**config.mk**
```make
export PLATFORM = sky130hd
export DESIGN_NAME = mar_seq_flat
export DESIGN_NICKNAME = d
export VERILOG_FILES = /design/src/rtl/mar_seq_pkg.sv /design/src/rtl/mar_seq_if.sv /design/src/rtl/mar_tmo_cnt.sv /design/src/rtl/mar_seq.sv /design/src/flat_wrapper.sv
export SDC_FILE = /design/constraint.sdc
export NUM_CORES = 1
export LEC_CHECK = 0
export BUFFER_PORTS_ARGS = -buffer_cell sky130_fd_sc_hd__buf_2
export CAP_MARGIN = 25
export CORE_MARGIN = 2
export CORE_UTILIZATION = 40
export DETAILED_ROUTE_END_ITERATION = 7
export PLACE_DENSITY = 0.68
export SYNTH_ARGS = -nofsm -noshare
export SYNTH_HDL_FRONTEND = slang
export SYNTH_SLANG_ARGS = --single-unit
```
**constraint.sdc**
```tcl
create_clock -name clk -period 3 [get_ports clk]
set_input_delay 0.15 -clock clk [delete_from_list [all_inputs] [get_ports clk]]
set_output_delay 0.15 -clock clk [all_outputs]
set_load 0.005 [all_outputs]
```
**src/rtl/mar_seq_pkg.sv**
```systemverilog
// Shared types and default parameters for the memory-address-register sequencer.
`timescale 1ns/1ps
package mar_seq_pkg;

  typedef enum logic [1:0] {
    ST_IDLE = 2'd0,
    ST_REQ  = 2'd1,
    ST_ERR  = 2'd2
  } state_t;

  localparam int DEF_ADDR_W  = 4;
  localparam int DEF_TMO_CYC = 8;

  // Counter width able to hold 0..tmo-1, never narrower than one bit.
  function automatic int cnt_width(input int tmo);
    return (tmo <= 2) ? 1 : $clog2(tmo);
  endfunction

endpackage

```
**src/rtl/mar_seq_if.sv**
```systemverilog
// Control and memory-side bus between the sequencer and its controller.
`timescale 1ns/1ps
interface mar_seq_if
  import mar_seq_pkg::*;
#(
  parameter int ADDR_W = DEF_ADDR_W
) ();

  logic              en;
  logic              ld_pc;
  logic              ld_ir;
  logic              inc;
  logic [ADDR_W-1:0] addr_pc;
  logic [ADDR_W-1:0] addr_ir;
  logic              rd_start;
  logic              mem_ack;
  logic              err_clr;
  logic [ADDR_W-1:0] addr_out;
  logic              mem_req;
  logic              busy;
  logic              rd_done;
  logic              wrap;
  logic              load_drop;
  logic              tmo_err;

  modport master (
    output en, ld_pc, ld_ir, inc, addr_pc, addr_ir, rd_start, mem_ack, err_clr,
    input  addr_out, mem_req, busy, rd_done, wrap, load_drop, tmo_err
  );

  modport slave (
    input  en, ld_pc, ld_ir, inc, addr_pc, addr_ir, rd_start, mem_ack, err_clr,
    output addr_out, mem_req, busy, rd_done, wrap, load_drop, tmo_err
  );

endinterface

```
**src/rtl/mar_tmo_cnt.sv**
```systemverilog
// Read-wait counter; tc flags the last allowed cycle without acknowledge.
`timescale 1ns/1ps
module mar_tmo_cnt
  import mar_seq_pkg::*;
#(
  parameter int TMO_CYC = DEF_TMO_CYC
) (
  input  logic clk,
  input  logic rst_n,
  input  logic clr,
  input  logic en,
  output logic tc
);

  localparam int            CW   = cnt_width(TMO_CYC);
  localparam logic [CW-1:0] LAST = CW'(TMO_CYC - 1);

  logic [CW-1:0] cnt;

  always_ff @(posedge clk or negedge rst_n) begin
    if (!rst_n)      cnt <= '0;
    else if (clr)    cnt <= '0;
    else if (en)     cnt <= cnt + 1'b1;
  end

  assign tc = en && (cnt == LAST);

endmodule

```
**src/rtl/mar_seq.sv**
```systemverilog
// Memory address register with load/increment and a single-outstanding read FSM with timeout.
`timescale 1ns/1ps
module mar_seq
  import mar_seq_pkg::*;
#(
  parameter int ADDR_W  = DEF_ADDR_W,
  parameter int TMO_CYC = DEF_TMO_CYC
) (
  input  logic       clk,
  input  logic       rst_n,
  mar_seq_if.slave   bus
);

  localparam logic [ADDR_W-1:0] ADDR_MAX = '1;

  state_t            state;
  logic [ADDR_W-1:0] addr;
  logic              mem_req;
  logic              busy;
  logic              rd_done;
  logic              wrap;
  logic              load_drop;
  logic              tmo_err;
  logic              upd_any;
  logic              upd_ok;
  logic              cnt_en;
  logic              cnt_clr;
  logic              tmo_tc;

  assign upd_any = bus.ld_pc | bus.ld_ir | bus.inc;
  assign upd_ok  = bus.en && (state != ST_REQ);
  // Ack beats timeout: an acked cycle never advances the counter.
  assign cnt_en  = (state == ST_REQ) && !bus.mem_ack;
  assign cnt_clr = (state != ST_REQ) || bus.mem_ack || tmo_tc;

  mar_tmo_cnt #(
    .TMO_CYC (TMO_CYC)
  ) u_tmo_cnt (
    .clk   (clk),
    .rst_n (rst_n),
    .clr   (cnt_clr),
    .en    (cnt_en),
    .tc    (tmo_tc)
  );

  always_ff @(posedge clk or negedge rst_n) begin
    if (!rst_n) begin
      state     <= ST_IDLE;
      addr      <= '0;
      mem_req   <= 1'b0;
      busy      <= 1'b0;
      rd_done   <= 1'b0;
      wrap      <= 1'b0;
      load_drop <= 1'b0;
      tmo_err   <= 1'b0;
    end else begin
      rd_done   <= 1'b0;
      wrap      <= 1'b0;
      load_drop <= bus.en && (state == ST_REQ) && upd_any;
      if (upd_ok) begin
        if (bus.ld_pc)      addr <= bus.addr_pc;
        else if (bus.ld_ir) addr <= bus.addr_ir;
        else if (bus.inc) begin
          addr <= addr + 1'b1;
          wrap <= (addr == ADDR_MAX);
        end
      end
      case (state)
        ST_IDLE: begin
          if (bus.en && bus.rd_start) begin
            state   <= ST_REQ;
            mem_req <= 1'b1;
            busy    <= 1'b1;
          end
        end
        ST_REQ: begin
          if (bus.mem_ack) begin
            state   <= ST_IDLE;
            mem_req <= 1'b0;
            busy    <= 1'b0;
            rd_done <= 1'b1;
          end else if (tmo_tc) begin
            state   <= ST_ERR;
            mem_req <= 1'b0;
            busy    <= 1'b0;
            tmo_err <= 1'b1;
          end
        end
        ST_ERR: begin
          if (bus.err_clr) begin
            state   <= ST_IDLE;
            tmo_err <= 1'b0;
          end
        end
        default: begin
          state   <= ST_IDLE;
          mem_req <= 1'b0;
          busy    <= 1'b0;
          tmo_err <= 1'b0;
        end
      endcase
    end
  end

  assign bus.addr_out  = addr;
  assign bus.mem_req   = mem_req;
  assign bus.busy      = busy;
  assign bus.rd_done   = rd_done;
  assign bus.wrap      = wrap;
  assign bus.load_drop = load_drop;
  assign bus.tmo_err   = tmo_err;

endmodule

```
**src/flat_wrapper.sv**
```systemverilog
// flat-port wrapper written by rule: the top's interface ports become plain ports
module mar_seq_flat import mar_seq_pkg::*;
#(
  parameter int ADDR_W  = DEF_ADDR_W,
  parameter int TMO_CYC = DEF_TMO_CYC
)
  (clk, rst_n, bus_en, bus_ld_pc, bus_ld_ir, bus_inc, bus_addr_pc, bus_addr_ir, bus_rd_start, bus_mem_ack, bus_err_clr, bus_addr_out, bus_mem_req, bus_busy, bus_rd_done, bus_wrap, bus_load_drop, bus_tmo_err);
  mar_seq_if #(.ADDR_W(ADDR_W)) bus_i ();
  input  logic clk;
  input  logic rst_n;
  input wire logic [$bits(bus_i.en)-1:0] bus_en;
  input wire logic [$bits(bus_i.ld_pc)-1:0] bus_ld_pc;
  input wire logic [$bits(bus_i.ld_ir)-1:0] bus_ld_ir;
  input wire logic [$bits(bus_i.inc)-1:0] bus_inc;
  input wire logic [$bits(bus_i.addr_pc)-1:0] bus_addr_pc;
  input wire logic [$bits(bus_i.addr_ir)-1:0] bus_addr_ir;
  input wire logic [$bits(bus_i.rd_start)-1:0] bus_rd_start;
  input wire logic [$bits(bus_i.mem_ack)-1:0] bus_mem_ack;
  input wire logic [$bits(bus_i.err_clr)-1:0] bus_err_clr;
  output wire logic [$bits(bus_i.addr_out)-1:0] bus_addr_out;
  output wire logic [$bits(bus_i.mem_req)-1:0] bus_mem_req;
  output wire logic [$bits(bus_i.busy)-1:0] bus_busy;
  output wire logic [$bits(bus_i.rd_done)-1:0] bus_rd_done;
  output wire logic [$bits(bus_i.wrap)-1:0] bus_wrap;
  output wire logic [$bits(bus_i.load_drop)-1:0] bus_load_drop;
  output wire logic [$bits(bus_i.tmo_err)-1:0] bus_tmo_err;
  assign bus_i.en = bus_en;
  assign bus_i.ld_pc = bus_ld_pc;
  assign bus_i.ld_ir = bus_ld_ir;
  assign bus_i.inc = bus_inc;
  assign bus_i.addr_pc = bus_addr_pc;
  assign bus_i.addr_ir = bus_addr_ir;
  assign bus_i.rd_start = bus_rd_start;
  assign bus_i.mem_ack = bus_mem_ack;
  assign bus_i.err_clr = bus_err_clr;
  assign bus_addr_out = bus_i.addr_out;
  assign bus_mem_req = bus_i.mem_req;
  assign bus_busy = bus_i.busy;
  assign bus_rd_done = bus_i.rd_done;
  assign bus_wrap = bus_i.wrap;
  assign bus_load_drop = bus_i.load_drop;
  assign bus_tmo_err = bus_i.tmo_err;
  mar_seq #(.ADDR_W(ADDR_W), .TMO_CYC(TMO_CYC)) u_core (.clk(clk), .rst_n(rst_n), .bus(bus_i));
endmodule
```
==> results.toml <==
[run_status]
status = "finished, final reports clean"

[worst_setup_path]
reg2regPathDepth = 5
start_kind = "flip-flop"
reg2reg_from = "u_core.u_tmo_cnt.cnt[0]"
critical_path_arrival_ns = 1.69
r2r_setup_slack_ns = 1.48
r2r_end = "u_core.bus.mem_req"
critPathMaxFanout = 6
worstSetupPathType = "reg2reg"
crit_path_end_kind = "flip-flop"
cp.required_ns = 3.16

[run]
drv_cap = 0

[clock_network]
clock_sinks = 14
cts.path.max_buffers = 2
clk_latency_ns = 0.28
cts_buffers = 3
cts_tree = "built"
post_cts_resized = 0
cts-root-buf = "clkbuf_4"
clk_pin_slew_worst_paths_ns = 0.09
htree_levels = 1

[floorplan]
die_y_um = 46.6
ios = 27
core_area_mm2 = 0.00171
die_width_um = 46.6
dieArea_mm2 = 0.00217
rows = 15
start_util = 0.424

[logic_synthesis]
ys_seq_area_frac = 0.484
synth.avg_cell_area_um2 = 10.3
yosys.area.top_type = "dfrtp_1"
synth_top_flop_cell = "dfrtp_1"
ys_types = 31
ys_ff_latch = 14
synth_area_leaders = "dfrtp_1 48%, ha_1 5.2%, a21oi_1 4.8%"
synthCells = 70
synth_edf_count = 0
syn_nets = 90
synth-async-reset-ratio = 1.00
yosysTopAreaCellShare = 0.484
syn_area_um2 = 724
ys_warn_count = 0

[place]
pre_cts_slack_ns = 1.47
dp_hpwl_um = 1030
port_buffers = 26
routabilityCongestion = 0.772

[global_route]
grt_max_degree = 15
grt_pass1_vias = 512
grt_use_total = 0.132
grt_pass1_wl_um = 1980
antenna_found_initial = 0
grt_overflow = 0

[sta]
setup_slack_ns = 1.48
fin_crit_ns = 1.52
tns_ns = 0
worst_pin_slew_ns = 0.297
rsz0062_at_grt = "no"
skew_ns = 0.0105
post-route-period-util = 0.507
slew-limit-headroom = 0.802
drv_slew = 0
max_freq_ghz = 0.657
hold_violations = 0
setup_violations = 0

[drt]
ant_nets = 0
drc = 0
routed_wl_um = 1260
detail_route.vias_per_cell = 4.79
drtPass1Iterations = 3
wire_per_inst_um = 10.3
drt_iter0_markers = 5
vias = 584

[finish]
area_growth_pct = 24.5
drive_gt1_frac = 0.361
final_common_cell = "buf_2"
fin_nets = 118
layout_common_cells = "26 x buf_2, 14 x dfrtp_1, 7 x a21oi_1"
antenna-diode-count = 0
utilization = 0.528

[min_path]
holdPathEnd = "u_core.bus.rd_done"
hold_class = "in2reg"
min_path_cells = 2
hp-start = "bus_mem_ack"

[power_and_ir_drop]
p_leak_nw = 0.468
vdd_drop_max_v = 0.000385
powerDensity_mw_per_mm2 = 515
-- how the worst max path moves through the flow --
stage,start,end,slack (ns),depth (start not counted)
after global routing,u_core.u_tmo_cnt.cnt[0],u_core.bus.mem_req,1.41,5
after global placement,u_core.u_tmo_cnt.cnt[0],u_core.bus.mem_req,1.51,5
after detailed placement,u_core.u_tmo_cnt.cnt[0],u_core.bus.mem_req,1.47,5
after CTS,u_core.u_tmo_cnt.cnt[0],u_core.bus.mem_req,1.46,5
final,u_core.u_tmo_cnt.cnt[0],u_core.bus.mem_req,1.48,5
after floorplan,u_core.u_tmo_cnt.cnt[0],u_core.bus.mem_req,1.49,6
-- worst max-delay path, cell delays in order, from the launching register on --
cell     delay (ns)
dfrtp_1        0.38
ha_1           0.20
ha_1           0.18
or3_1          0.46
a21oi_1        0.16
a21oi_1        0.05
-- report_power, final --
part / internal, W / total, W / switching (W) / leakage (nW)
clock: 0.0000737 / 0.000131 / 0.0000568 / 0.0210
sequential: 0.000210 / 0.000233 / 0.0000232 / 0.178
combinational: 0.0000542 / 0.000101 / 0.0000466 / 0.269
total: 0.000338 / 0.000464 / 0.000127 / 0.468
-- what timing repair did --
item	in CTS	in global routing
hold buffers	1	0
buffers inserted	0	0
endpoints found under the setup margin	0	0
endpoints found under the hold margin	14	0
-- layer usage --
metal,part of all wire,track usage,up-vias
li1,-,-,303
met1,0.43,0.144,268
met2,0.50,0.231,11
met3,0.051,0.0588,2
met4,0.0095,0.0343,0
met5,0,0,-
-- layout make-up --
type                       instances  area [um2]
fill                             176         806
sequential                        14         350
multi-input combinational         50         337
timing repair buffer              27         140
clock buffer                       4        36.3
tap                               25        31.3
inverter                           2        7.51
-- per-stage QoR --
stage                     std cells  cell area (um2)  total power, W  hold slack (ns)
after floorplan                  70              724        0.000297           -0.146
after global placement          117              856        0.000336           0.0559
after detailed placement        117              856        0.000339           0.0610
after CTS                       122              902        0.000474            0.103
after global routing            122              902        0.000499            0.108
final                           122              902        0.000464            0.109
-- flip-flops by register name, indices dropped and copies added (netlist names) --
name	count
u_core.bus.addr_out	4
u_core.u_tmo_cnt.cnt	3
u_core.state	2
u_core.bus.load_drop	1
u_core.bus.mem_req	1
u_core.bus.rd_done	1
u_core.bus.tmo_err	1
u_core.bus.wrap	1
-- logic make-up after synthesis --
kind of cell | after synthesis | share of synthesized area
and+or+nand+nor | 27 | 0.218
AOI/OAI and AO/OA | 15 | 0.126
DFF | 14 | 0.484
buffers and inverters | 6 | 0.0518
muxes | 4 | 0.0570
adders and majority gates | 3 | 0.0518
xor gates and xnor gates | 1 | 0.0121
-- synth_stat cells, types with 2 or more instances --
master and number:
a21oi_1 7, buf_4 2, dfrtp_1 14, ha_1 3, inv_1 2, mux2i_1 3, nand2_1 6, nor2_1 6
nor2b_1 2, nor4_1 2, o21ai_0 3
(Power assumes the default switching activity.)
